===== src/rtl/reg_file_arbiter.sv =====
// Two-requester round-robin arbiter in front of a single-port register file.
// Optional macro RF_ARB_ADDR_CHECK_EN turns out-of-range addresses into error responses.
module reg_file_arbiter #(
  parameter int DATA_WIDTH     = 32,
  parameter int ADDR_WIDTH     = 32,
  parameter int REG_FILE_DEPTH = 16
) (
  input  logic                    clk,
  input  logic                    rst,
  input  logic [1:0]              req,
  input  logic [1:0]              we,
  input  logic [2*ADDR_WIDTH-1:0] addr,
  input  logic [2*DATA_WIDTH-1:0] wdata,
  output logic [1:0]              done,
  output logic [1:0]              err,
  output logic [DATA_WIDTH-1:0]   rdata,
  output logic                    rf_rd_en,
  output logic                    rf_wr_en,
  output logic [ADDR_WIDTH-1:0]   rf_address,
  output logic [DATA_WIDTH-1:0]   rf_wr_data,
  input  logic [DATA_WIDTH-1:0]   rf_rd_data,
  output logic [1:0]              state_dbg
);

  // Handshake: a requester holds req[i] (with we/addr/wdata stable) until it sees
  // done[i] for one cycle, then drops req[i] the next cycle; a held req is a new request.
  typedef enum logic [1:0] {
    IDLE   = 2'd0,
    ACCESS = 2'd1,
    RESP   = 2'd2
  } state_t;

  state_t                  state;
  state_t                  state_nxt;
  logic                    last_grant;
  logic                    grant_id;
  logic                    cmd_id;
  logic                    cmd_we;
  logic [ADDR_WIDTH-1:0]   cmd_addr;
  logic [DATA_WIDTH-1:0]   cmd_wdata;
  logic                    addr_ok;
  logic [ADDR_WIDTH-1:0]   eff_addr;

`ifdef RF_ARB_ADDR_CHECK_EN
  logic err_q;

  assign addr_ok  = ({1'b0, cmd_addr} < (ADDR_WIDTH+1)'(REG_FILE_DEPTH));
  assign eff_addr = cmd_addr;
  assign err      = done & {2{err_q}};

  always_ff @(posedge clk or negedge rst) begin
    if (!rst) begin
      err_q <= 1'b0;
    end else if (state == ACCESS) begin
      err_q <= !addr_ok;
    end
  end
`else
  localparam int IDX_W = (REG_FILE_DEPTH > 1) ? $clog2(REG_FILE_DEPTH) : 1;
  localparam logic [ADDR_WIDTH-1:0] ADDR_MASK = ADDR_WIDTH'((64'd1 << IDX_W) - 64'd1);

  // Without checking, out-of-range addresses wrap onto the implemented words.
  assign addr_ok  = 1'b1;
  assign eff_addr = cmd_addr & ADDR_MASK;
  assign err      = 2'b00;
`endif

  assign state_dbg = state;

  // On a tie the requester that did not win last time is preferred.
  always_comb begin
    grant_id = 1'b0;
    case (req)
      2'b01:   grant_id = 1'b0;
      2'b10:   grant_id = 1'b1;
      2'b11:   grant_id = ~last_grant;
      default: grant_id = 1'b0;
    endcase
  end

  always_ff @(posedge clk or negedge rst) begin
    if (!rst) begin
      state      <= IDLE;
      last_grant <= 1'b1;
      cmd_id     <= 1'b0;
      cmd_we     <= 1'b0;
      cmd_addr   <= '0;
      cmd_wdata  <= '0;
      rdata      <= '0;
    end else begin
      state <= state_nxt;
      if (state == IDLE && req != 2'b00) begin
        last_grant <= grant_id;
        cmd_id     <= grant_id;
        cmd_we     <= we[grant_id];
        cmd_addr   <= grant_id ? addr[2*ADDR_WIDTH-1:ADDR_WIDTH] : addr[ADDR_WIDTH-1:0];
        cmd_wdata  <= grant_id ? wdata[2*DATA_WIDTH-1:DATA_WIDTH] : wdata[DATA_WIDTH-1:0];
      end
      if (state == ACCESS) begin
        rdata <= (cmd_we || !addr_ok) ? '0 : rf_rd_data;
      end
    end
  end

  always_comb begin
    state_nxt  = state;
    rf_rd_en   = 1'b0;
    rf_wr_en   = 1'b0;
    rf_address = '0;
    rf_wr_data = '0;
    done       = 2'b00;
    case (state)
      IDLE: begin
        if (req != 2'b00) state_nxt = ACCESS;
      end
      ACCESS: begin
        state_nxt  = RESP;
        rf_wr_en   = cmd_we && addr_ok;
        rf_rd_en   = !cmd_we && addr_ok;
        rf_address = eff_addr;
        rf_wr_data = cmd_wdata;
      end
      RESP: begin
        state_nxt    = IDLE;
        done[cmd_id] = 1'b1;
      end
      default: state_nxt = IDLE;
    endcase
  end

endmodule


===== config.mk =====
export PLATFORM = sky130hd
export DESIGN_NAME = reg_file_arbiter
export DESIGN_NICKNAME = d
export VERILOG_FILES = /design/src/rtl/reg_file_arbiter.sv
export SDC_FILE = /design/constraint.sdc
export NUM_CORES = 1
export LEC_CHECK = 0
export CAP_MARGIN = 20
export CORE_UTILIZATION = 28
export DETAILED_ROUTE_END_ITERATION = 10
export PLACE_DENSITY = 0.63
export RECOVER_POWER = 100
export SETUP_SLACK_MARGIN = 0.5
export SYNTH_ARGS = -nofsm -noshare
export SYNTH_HDL_FRONTEND = slang
export SYNTH_SLANG_ARGS = --single-unit
export TNS_END_PERCENT = 20

===== constraint.sdc =====
create_clock -name clk -period 4.7 [get_ports clk]
set_clock_uncertainty 0.15 [all_clocks]
set_input_delay 1.175 -clock clk [delete_from_list [all_inputs] [get_ports clk]]
set_output_delay 1.175 -clock clk [all_outputs]
set_load 0.005 [all_outputs]

Word level (Yosys, flattened, before mapping)
Index checks and enable logic that the tools add are counted.
{"block": "word_totals", "register_bits": 73, "inputBits": 166, "out_inout_bits": 104, "wordCells": 36}
{"block": "op_classes", "order_cmp": 3, "eq_ne": 5, "n_mux": 15, "bitwise_logic": 1, "n_reduce_logical": 5}
{"cell": "$mux W32", "n": 3}
{"cell": "$mux W4", "n": 2}
{"cell": "$eq A2 B2 Y1 const B", "n": 3}
{"cell": "$mux W1", "n": 5}
{"cell": "$lt A1 B2 Y1 const B", "n": 2}
{"cell": "$mux W2", "n": 2}
{"cell": "$pmux W2 S2", "n": 1}
{"cell": "$eq A2 B1 Y1 const B", "n": 1}
{"cell": "$logic_and A1 B1 Y1", "n": 2}
{"cell": "$logic_not A2 Y1", "n": 1}
{"cell": "$ne A2 B1 Y1 const B", "n": 1}
{"cell": "$pmux W1 S2", "n": 1}
{"cell": "$reduce_bool A2 Y1", "n": 1}
{"cell": "$demux W1 S1", "n": 1}
{"cell": "$ge A1 B1 Y1 const B", "n": 1}
{"cell": "$logic_not A1 Y1", "n": 1}
{"cell": "$not A1 Y1", "n": 1}

Longest topological paths before layout
Gate-level depths: netlist of the first run.
{"block": "depth", "word_depth": 5, "mapped_depth": 6, "mapped_depth_nobuf": 4}

Worst setup path after synthesis of the first run
OpenSTA, ideal clock, no wires.
{"block": "synth_timing", "path_type": "reg2out", "from": "reg state[1] (netlist: state_dbg[1])", "to": "out rf_wr_data[11]", "arrival_time_ns": 1.235, "t_required_ns": 3.375, "slack_ns": 2.140, "path_stages_with_launch": 6, "path_buffers": 2, "path_cell_list": "dfrtp_1 nand2b_1 clkbuf_1 clkinv_1 clkbuf_1 and2_1"}
{"block": "synth_via", "elab_chain_len": 2}
{"item": "from (decl)", "line": "33", "source": "state_t state;"}
{"item": "from (signal assigned)", "line": "91", "source": "state <= state_nxt;"}
{"item": "$eq A2 B1 Y1", "line": "112", "source": "case (state)"}
{"item": "$mux W32", "line": "112"}
{"item": "to (decl)", "line": "20", "source": "output logic [DATA_WIDTH-1:0] rf_wr_data,"}
No other way between the ends.

Worst setup path after layout of the first run
{"block": "layout_timing", "from": "in req[1]", "to": "reg cmd_wdata[12]"}
{"block": "layout_via", "elab_chain_len": 3, "word_cells_on_any_way": 6, "cone_classes": "2 x eq/ne; 2 x mux; 2 x reduce/logical"}
{"item": "from (decl)", "line": "10", "source": "input logic [1:0] req,"}
{"item": "$eq A2 B2 Y1", "line": "73", "source": "case (req)"}
{"item": "$pmux W1 S2", "line": "73"}
{"item": "$mux W32", "line": "97", "source": "cmd_wdata <= grant_id ? wdata[2*DATA_WIDTH-1:DATA_WIDTH] : wdata[DATA_WIDTH-1:0];"}
{"item": "to (signal assigned)", "line": "97"}
{"item": "to (decl)", "line": "40", "source": "logic [DATA_WIDTH-1:0] cmd_wdata;"}
Parallel ways exist; a longest one is shown, timed or not.
A chain may end at the register's enable or synchronous reset.

==> results of run 1 <==
[synthesized netlist by cell type, types with 2 or more instances]
| cell | number |
|---|---|
| and2_1 | 37 |
| buf_2 | 4 |
| buf_4 | 31 |
| buf_6 | 3 |
| clkbuf_1 | 14 |
| dfrtp_1 | 72 |
| mux2_2 | 36 |
| mux2_4 | 38 |
| nand2_1 | 64 |
| nand3b_1 | 32 |
| nor2_1 | 2 |
| nor3b_1 | 2 |
[per-stage QoR]
| step | worst slack, ns | cells | area (sq um) | hold WS (ns) | utilization |
|---|---|---|---|---|---|
| global placement | 1.07 | 686 | 5790 | 0.300 | 0.430 |
| CTS | 1.11 | 702 | 6090 | 0.317 | 0.452 |
| floorplan | 2.14 | 374 | 4040 | 0.313 | - |
| global route | 0.858 | 702 | 6010 | 0.332 | 0.447 |
| finish | 0.978 | 702 | 6010 | 0.308 | 0.447 |
| detailed placement | 1.02 | 686 | 5790 | 0.306 | 0.430 |
[power groups by stage]
stage / clock network, mW / logic, mW / registers, mW
2_1_floorplan: 0 / 0.924 / 1.11
3_3_place_gp: 0 / 1.70 / 1.15
3_5_place_dp: 0 / 1.73 / 1.17
4_1_cts: 0.706 / 1.73 / 1.16
5_1_grt: 0.735 / 1.69 / 1.20
6_report: 0.683 / 1.53 / 1.14
[how the worst max path moves through the flow]
| stage | start | endpoint | depth (start not counted) |
|---|---|---|---|
| after floorplan | state_dbg[1] | rf_wr_data[11] | 5 |
| after global placement | req[0] | cmd_wdata[14] | 5 |
| after detailed placement | req[0] | cmd_wdata[12] | 5 |
| after CTS | state_dbg[1] | rf_wr_data[7] | 4 |
| after global routing | req[1] | cmd_wdata[17] | 5 |
| final | req[1] | cmd_wdata[12] | 5 |
[worst max-delay path: cells and delay by family]
kind	cells	cell delay, ns
AOI/OAI and AO/OA	1	1.03
buffers and inverters	2	0.95
muxes	2	0.62
[layout make-up]
cell class | count | area (sq um)
flip-flops and latches | 73 | 1830
clock inverters | 6 | 57.6
repair buffers | 188 | 1860
well taps | 176 | 220
inverters | 2 | 7.51
clock buffers | 10 | 239
fillers | 1321 | 7440
multi-input cells | 247 | 1800
[kinds of logic after synthesis]
| family | Yosys count |
|---|---|
| AND/OR/NAND/NOR | 138 |
| other | 1 |
| AO/OA/AOI/OAI | 5 |
| multiplexers | 74 |
| flip-flops | 73 |
| buffers and inverters | 54 |
[state kept, by name, summed over array words and instances, names as in the netlist]
name and cells:
rdata 32, cmd_addr 4, last_grant 1, cmd_wdata 32
cmd_id 1, cmd_we 1, state_dbg 2
[routing by layer]
layer  up-vias  wire length [um]  GRT usage
met2       133              4860      0.237
met4         0               138     0.0556
li1       1435                 -          -
met3        11               703     0.0401
met1      1441              4270      0.172
met5         -                 0          0
==> out/metrics.yaml, run 1 <==
internal-power_mw: 2.30
switchingPower_mw: 1.07
cap_violations: 1
synth_top_family_by_area: "multiplexers"
grt_pass1_vias: 3152
clockBufferDepth: 2
final_common_cell: "clkdlybuf4s50_1"
violations: "capacitance limit, slew limit"
synth-seq-cells: 73
synthesis.area_sq_um: 3930
grt_max_degree: 74
place.port_buffers: 183
hold_buffers: 0
hold_class: "reg -> reg"
final_cell_mix: "clkdlybuf4s50_1, dfrtp_1, nand2_1"
cts_tree: "done"
synth_xor_area_frac: 0
slew_headroom: -0.232
grt_pass1_wl_um: 16100
grt_util_all_layers: 0.142
fin_tns_setup_ns: 0
drc: 0
swShare: 0.317
powerDensity_nw_per_um2: 559
required_ns: 4.77
diodes: 0
cts_htree_levels: 3
synth_cell_types: 22
p_total_mw: 3.36
wire_per_inst_um: 14.2
post_cts_resize_count: 0
ant_nets: 0
io_pins: 270
synth_top_area_share: 0.458
vdd_drop_max_v: 0.000209
final_nets: 687
start_util: 0.292
dp_hpwl_um: 7170
outcome: "finished with violations"
worst_pin_slew_ns: 1.85
postCtsSetupRepairBufs: 0
r2r_start: "last_grant"
die_x_um: 121
clockPowerShare: 0.203
synth_compound_area_frac: 0.00955
vias: 3020
maxSlewViolCount: 74
syn_inst: 345
crit_arrival_ns: 3.79
power_frac_seq: 0.340
area_delta_synth_final_pct: 52.9
dr.pass1.iters: 4
clkSinkCount: 73
synth-seq-area-share: 0.465
rows: 42
whs_path_depth: 2
numCtsBuffers: 9
drt-total-wl_um: 9960
critPathSlowestCell: "a21bo_1"
core-area_sq_um: 13500
cp_cell_sequence: "dlygate4sd3_1, a21bo_1, buf_4, mux2_2, mux2_2"
die_area_sq_um: 14500
slowest_delay_ns: 1.03
yosys.area_share.simple: 0.188
cp-start-kind: "input port"
crit_path_frequent_cell: "mux2_2"
synth_area_leaders: "dfrtp_1, mux2_4, mux2_2"
synth_edf_count: 0
cts.clk_slew.worst_paths_ns: 0.06
yosysWarnings: 0
rr_endpoint: "cmd_wdata[12]"
clock_latency_ns: 0.33
avgSynthCellArea_sq_um: 11.4
rsz0062_at_grt: "false"
synthMuxAreaShare: 0.248
worstRegToRegCells: 4
fin_crit_sh: 0.792
final_layout_size_suffix_gt1_frac: 0.148
cts_root_buf: "clkbuf_16"
setup_viol: 0
cp_max_fo: 28
grt_overflow_total: 0
synth_fa_ha_area_frac: 0
hold_viol: 0
ys.flop_type: "dfrtp_1"
power_leakage_nw: 2.76
die_h_um: 121
async_reset_ff_frac: 1.00
fin_crit_ns: 3.72
p_comb_frac: 0.457
regToRegSetupSlack_ns: 1.94
synth_top_area_cell: "dfrtp_1"
whs_endpoint: "rdata[21]"
crit_type: "in -> reg"
hold_path_startpoint: "rdata[21]"
end_kind: "flip-flop"
drt_iter0_markers: 64
gp_congestion: 0.708
routed_via_density: 4.30
grt_antenna_before_repair: 0
fmaxAchievable_ghz: 0.269
Power figures use the tool's default switching activity.
==> inputs of run 2 (changes only) <==
clock period = 3.57 ns   (was 4.7 ns; I/O delays follow)
==> run 2 against run 1 <==
Critical path type is now reg -> out. Sequential power rose by 28%. Via count increased by 0.73%. Final area is 1.3% higher. Core utilization is 0.58 points higher. First-iteration DRC count up 33%. Clock power is 42% higher. Clock-buffer cell count unchanged. The run still ends with capacitance limit, slew limit left.
==> out/metrics.yaml, run 2 (same netlist as run 1, synthesis figures left out) <==
grt_pass1_wl_um: 16100
outcome: "finished with violations"
grt_pass1_vias: 3141
final_layout_size_suffix_gt1_frac: 0.152
postCtsSetupRepairBufs: 0
maxSlewViolCount: 74
drt-total-wl_um: 10300
drt_iter0_markers: 85
clockBufferDepth: 2
dr.pass1.iters: 4
vias: 3042
vdd_drop_max_v: 0.000310
fin_crit_ns: 3.15
cp_max_fo: 22
cts.clk_slew.worst_paths_ns: 0.06
clock_latency_ns: 0.33
die_x_um: 121
crit_arrival_ns: 2.11
end_kind: "output pin"
cp-start-kind: "flip-flop"
critPathCapture: "rf_wr_data[20]"
grt_util_all_layers: 0.145
fin_tns_setup_ns: 0
worstRegToRegCells: 4
rows: 42
clockPowerShare: 0.215
setup_viol: 0
power_frac_seq: 0.324
routed_via_density: 4.32
rsz0062_at_grt: "false"
core-area_sq_um: 13500
crit_start: "state_dbg[1]"
dpl_worst_slack_ns: 0.630
numCtsBuffers: 9
rr_endpoint: "cmd_wdata[7]"
wire_per_inst_um: 14.6
powerDensity_nw_per_um2: 743
cts_tree: "done"
cap_violations: 1
reg_top3: "cmd_wdata (32), rdata (32), cmd_addr (4)"
gp_congestion: 0.725
grt_max_degree: 74
hold_path_startpoint: "rdata[6]"
io_pins: 270
p_total_mw: 4.52
die_h_um: 121
final_common_cell: "clkdlybuf4s50_1"
fmaxAchievable_ghz: 0.318
hold_viol: 0
hold_class: "reg -> reg"
regToRegSetupSlack_ns: 0.84
power_leakage_nw: 2.84
internal-power_mw: 3.08
ant_nets: 0
drc: 0
cts_htree_levels: 3
hold_buffers: 0
slew_headroom: -0.233
fin_ws_ns: 0.421
p_comb_frac: 0.461
dp_hpwl_um: 7160
swShare: 0.320
worst_pin_slew_ns: 1.85
switchingPower_mw: 1.45
cts_root_buf: "clkbuf_16"
place.port_buffers: 183
r2r_start: "state_dbg[1]"
area_delta_synth_final_pct: 54.9
final_cell_mix: "clkdlybuf4s50_1, dfrtp_1, dlygate4sd3_1"
start_util: 0.292
fin_crit_sh: 0.882
grt_overflow_total: 0
clkSinkCount: 73
die_area_sq_um: 14500
final_nets: 689
diodes: 0
fin_util: 0.453
violations: "capacitance limit, slew limit"
required_ns: 2.53
grt_antenna_before_repair: 0
crit_type: "reg -> out"
-- run 2: changes by cell type in the layout (fill, tap and decap cells not counted), moves of 4 or more --
cell / before / now
and2_0: 22 / 3
and2_1: 15 / 34
clkdlybuf4s50_1: 129 / 111
dlygate4sd3_1: 53 / 71
clkinv_2: 4 / 0
-- run 2: worst min-delay path by stage --
| stage | to | cells after the start | slack (ns) |
|---|---|---|---|
| 3_5_place_dp | rdata[6] | 2 | 0.31 |
| 2_1_floorplan | rdata[0] | 2 | 0.31 |
| 4_1_cts | rdata[6] | 2 | 0.32 |
| 6_report | rdata[6] | 2 | 0.31 |
| 3_3_place_gp | rdata[15] | 2 | 0.30 |
| 5_1_grt | rdata[30] | 2 | 0.33 |
-- run 2: area by class of cell --
type                       count  area (sq um)
clock inverter                 6          92.6
sequential                    73          1830
multi-input combinational    247          1800
tap                          176           220
timing repair inverter         1          8.76
clock buffer                  10           229
timing repair buffer         189          1880
inverter                       2          33.8
fill                        1301          7360
-- run 2: through the flow --
| stage | hold slack (ns) | area (sq um) | std cells |
|---|---|---|---|
| floorplan | 0.313 | 4040 | 374 |
| global placement | 0.300 | 5820 | 687 |
| detailed placement | 0.306 | 5820 | 687 |
| CTS | 0.319 | 6150 | 703 |
| global route | 0.333 | 6090 | 704 |
| finish | 0.308 | 6090 | 704 |
-- run 2: what timing repair did --
action | CTS | global route
endpoints found under the setup margin | 37 | 38
gates cloned | 0 | 1
endpoints found under the hold margin | 0 | 0
gates resized for setup | 2 | 6
-- run 2: worst max-delay path: stages (launching register included) --
cell and delay [ns]:
dfrtp_1 0.42, nand2b_1 0.31, bufinv_16 0.31, and2_1 0.12, dlygate4sd3_1 0.59
-- run 2: power by group through the flow --
stage | Combinational (mW) | Sequential (mW) | Clock, mW
finish | 2.09 | 1.46 | 0.973
global route | 2.29 | 1.53 | 1.04
CTS | 2.37 | 1.49 | 1.01
detailed placement | 2.35 | 1.49 | 0
global placement | 2.32 | 1.47 | 0
floorplan | 1.22 | 1.47 | 0
-- run 2: routing by layer --
layer	GRT usage	vias up	share of wire
met1	0.170	1450	0.42
li1	-	1439	-
met3	0.0561	14	0.085
met5	0	-	0
met2	0.236	139	0.47
met4	0.0571	0	0.019
==> inputs of run 3 (changes only) <==
PLACE_DENSITY = 0.66   (was 0.63)
clock period = 2.7 ns   (was 3.57 ns; I/O delays follow)
==> run 3 against run 2 <==
Critical endpoint is now rf_wr_data[11]. First-iteration DRC count increased by 15%. Register-to-register slack got worse by 0.35 ns. Clock power increased by 15%. Largest cell class unchanged. Worst setup slack got worse by 0.16 ns. Global-route usage increased by 0.88 points. Die area unchanged. Critical path depth increased by 2. Combinational power increased by 56%. The run still ends with capacitance limit, slew limit left. Power increased by 41%. Hold slack improved by 0.0022 ns. Core utilization increased by 1.2 points. Largest power group unchanged. Via count increased by 3.4%.
==> out/metrics.yaml, run 3 (same netlist as run 1, synthesis figures left out) <==
hold_viol: 0
die_area_sq_um: 14500
required_ns: 1.88
grt_util_all_layers: 0.154
reg_top3: "cmd_wdata (32), rdata (32), cmd_addr (4)"
fin_crit_ns: 2.44
diodes: 0
swShare: 0.324
cts_htree_levels: 3
routed_via_density: 4.31
fmaxAchievable_ghz: 0.410
multi_input_area_sq_um: 1830
power_leakage_nw: 2.93
hold_path_startpoint: "rdata[4]"
cts_tree: "done"
end_kind: "output pin"
clockBufferDepth: 2
grt_max_degree: 74
power_frac_seq: 0.310
worst_pin_slew_ns: 1.85
start_util: 0.292
ant_nets: 0
cts.clk_slew.worst_paths_ns: 0.05
maxSlewViolCount: 74
final_layout_size_suffix_gt1_frac: 0.226
drc: 0
dp_hpwl_um: 7470
rsz0062_at_grt: "true"
outcome: "finished with violations"
regArea_sq_um: 1830
vias: 3145
rows: 42
finalNonFillerCells: 729
p_total_mw: 6.36
critPathSlowestCell: "dfrtp_1"
final_cell_mix: "clkdlybuf4s50_1, dfrtp_1, nand2_1"
final_common_cell: "clkdlybuf4s50_1"
grt_pass1_vias: 3195
numCtsBuffers: 9
place.port_buffers: 183
io_pins: 270
die_x_um: 121
slew_headroom: -0.236
drt-total-wl_um: 10800
hold_buffers: 0
cp-start-kind: "flip-flop"
switchingPower_mw: 2.06
clock_latency_ns: 0.33
crit_type: "reg -> out"
crit_arrival_ns: 1.62
place_inst: 691
grt_antenna_before_repair: 0
r2r_start: "state_dbg[1]"
powerDensity_nw_per_um2: 1020
fin_tns_setup_ns: 0
setup_viol: 0
cts_root_buf: "clkbuf_16"
gp_congestion: 0.815
clockPowerShare: 0.176
grt_pass1_wl_um: 16900
crit_start: "state_dbg[0]"
cap_violations: 1
vdd_drop_max_v: 0.000388
violations: "capacitance limit, slew limit"
drt_iter0_markers: 98
hold_class: "reg -> reg"
dr.pass1.iters: 6
cp_cell_sequence: "nand2b_1, inv_8, buf_6, buf_12, and2_4, clkdlybuf4s15_2"
core-area_sq_um: 13500
cp_max_fo: 11
fillers: 1310
final_nets: 714
fin_crit_sh: 0.904
die_h_um: 121
area_delta_synth_final_pct: 58.9
internal-power_mw: 4.30
grt_overflow_total: 0
clkSinkCount: 73
wire_per_inst_um: 14.8
p_comb_frac: 0.515
slowest_delay_ns: 0.41
[run 3: changes by cell type in the layout (fill, tap and decap cells not counted), moves of 4 or more]
cell,previous run,this run
and2_4,0,9
clkdlybuf4s50_1,111,107
buf_6,1,10
buf_2,0,6
and2_1,34,22
dlygate4sd3_1,71,35
dlygate4sd2_1,0,9
clkbuf_1,3,20
buf_4,1,10
buf_12,1,7
[run 3: power by group through the flow]
stage               Sequential, mW  Combinational [mW]  Clock (mW)
floorplan                     1.94                1.61           0
global placement              1.96                3.17           0
detailed placement            1.99                3.21           0
CTS                           1.99                3.55        1.16
global route                  2.05                3.56        1.21
finish                        1.97                3.27        1.12
[run 3: final cells by class]
type                    count  area share
multi-input cells         247       0.293
clock inverters             5     0.00481
repair buffers            215       0.331
flip-flops and latches     73       0.293
inverters                   2     0.00240
clock buffers              11      0.0404
well taps                 176      0.0352
[run 3: final timing paths]
kind | endpoint | slack [ns] | depth (start not counted)
worst max-delay path | rf_wr_data[11] | 0.26 | 6
worst max register to register | cmd_wdata[0] | 0.49 | 5
worst min-delay path | rdata[4] | 0.31 | 2
worst min register to register | rdata[4] | 0.31 | 2
min in group asynchronous | cmd_wdata[12] | 0.69 | 1
max in group asynchronous | cmd_addr[0] | 0.60 | 1
[run 3: metal layers]
metal | track usage | up-vias | part of all wire | routed length (um)
met5 | 0 | - | 0 | 0
met1 | 0.189 | 1487 | 0.42 | 4560
li1 | - | 1493 | - | -
met2 | 0.249 | 156 | 0.48 | 5210
met4 | 0.0502 | 0 | 0.011 | 114
met3 | 0.0547 | 9 | 0.085 | 916
[run 3: repair_timing]
item                                    4_1_cts  5_1_grt
pin swaps                                     2        2
cloned                                        4        0
resized for setup                           133       22
endpoints found under the setup margin       40       45
buffers inserted                             12        6
hold endpoints to repair                      0        0
[run 3: through the flow]
stage                     utilization  setup slack, ns  area (sq um)  hold slack (ns)
after floorplan                     -            0.640          4040            0.229
after global placement          0.438            0.209          5890            0.302
after detailed placement        0.438            0.161          5890            0.306
after CTS                       0.472            0.322          6340            0.319
after global routing            0.464            0.154          6250            0.330
final                           0.464            0.259          6250            0.310
[run 3: critical path, delay by kind of cell, from the launching register on]
| kind | cells | cell delay, ns |
|---|---|---|
| AND/OR/NAND/NOR | 2 | 0.36 |
| buffers and inverters | 4 | 0.52 |
| flip-flops | 1 | 0.41 |
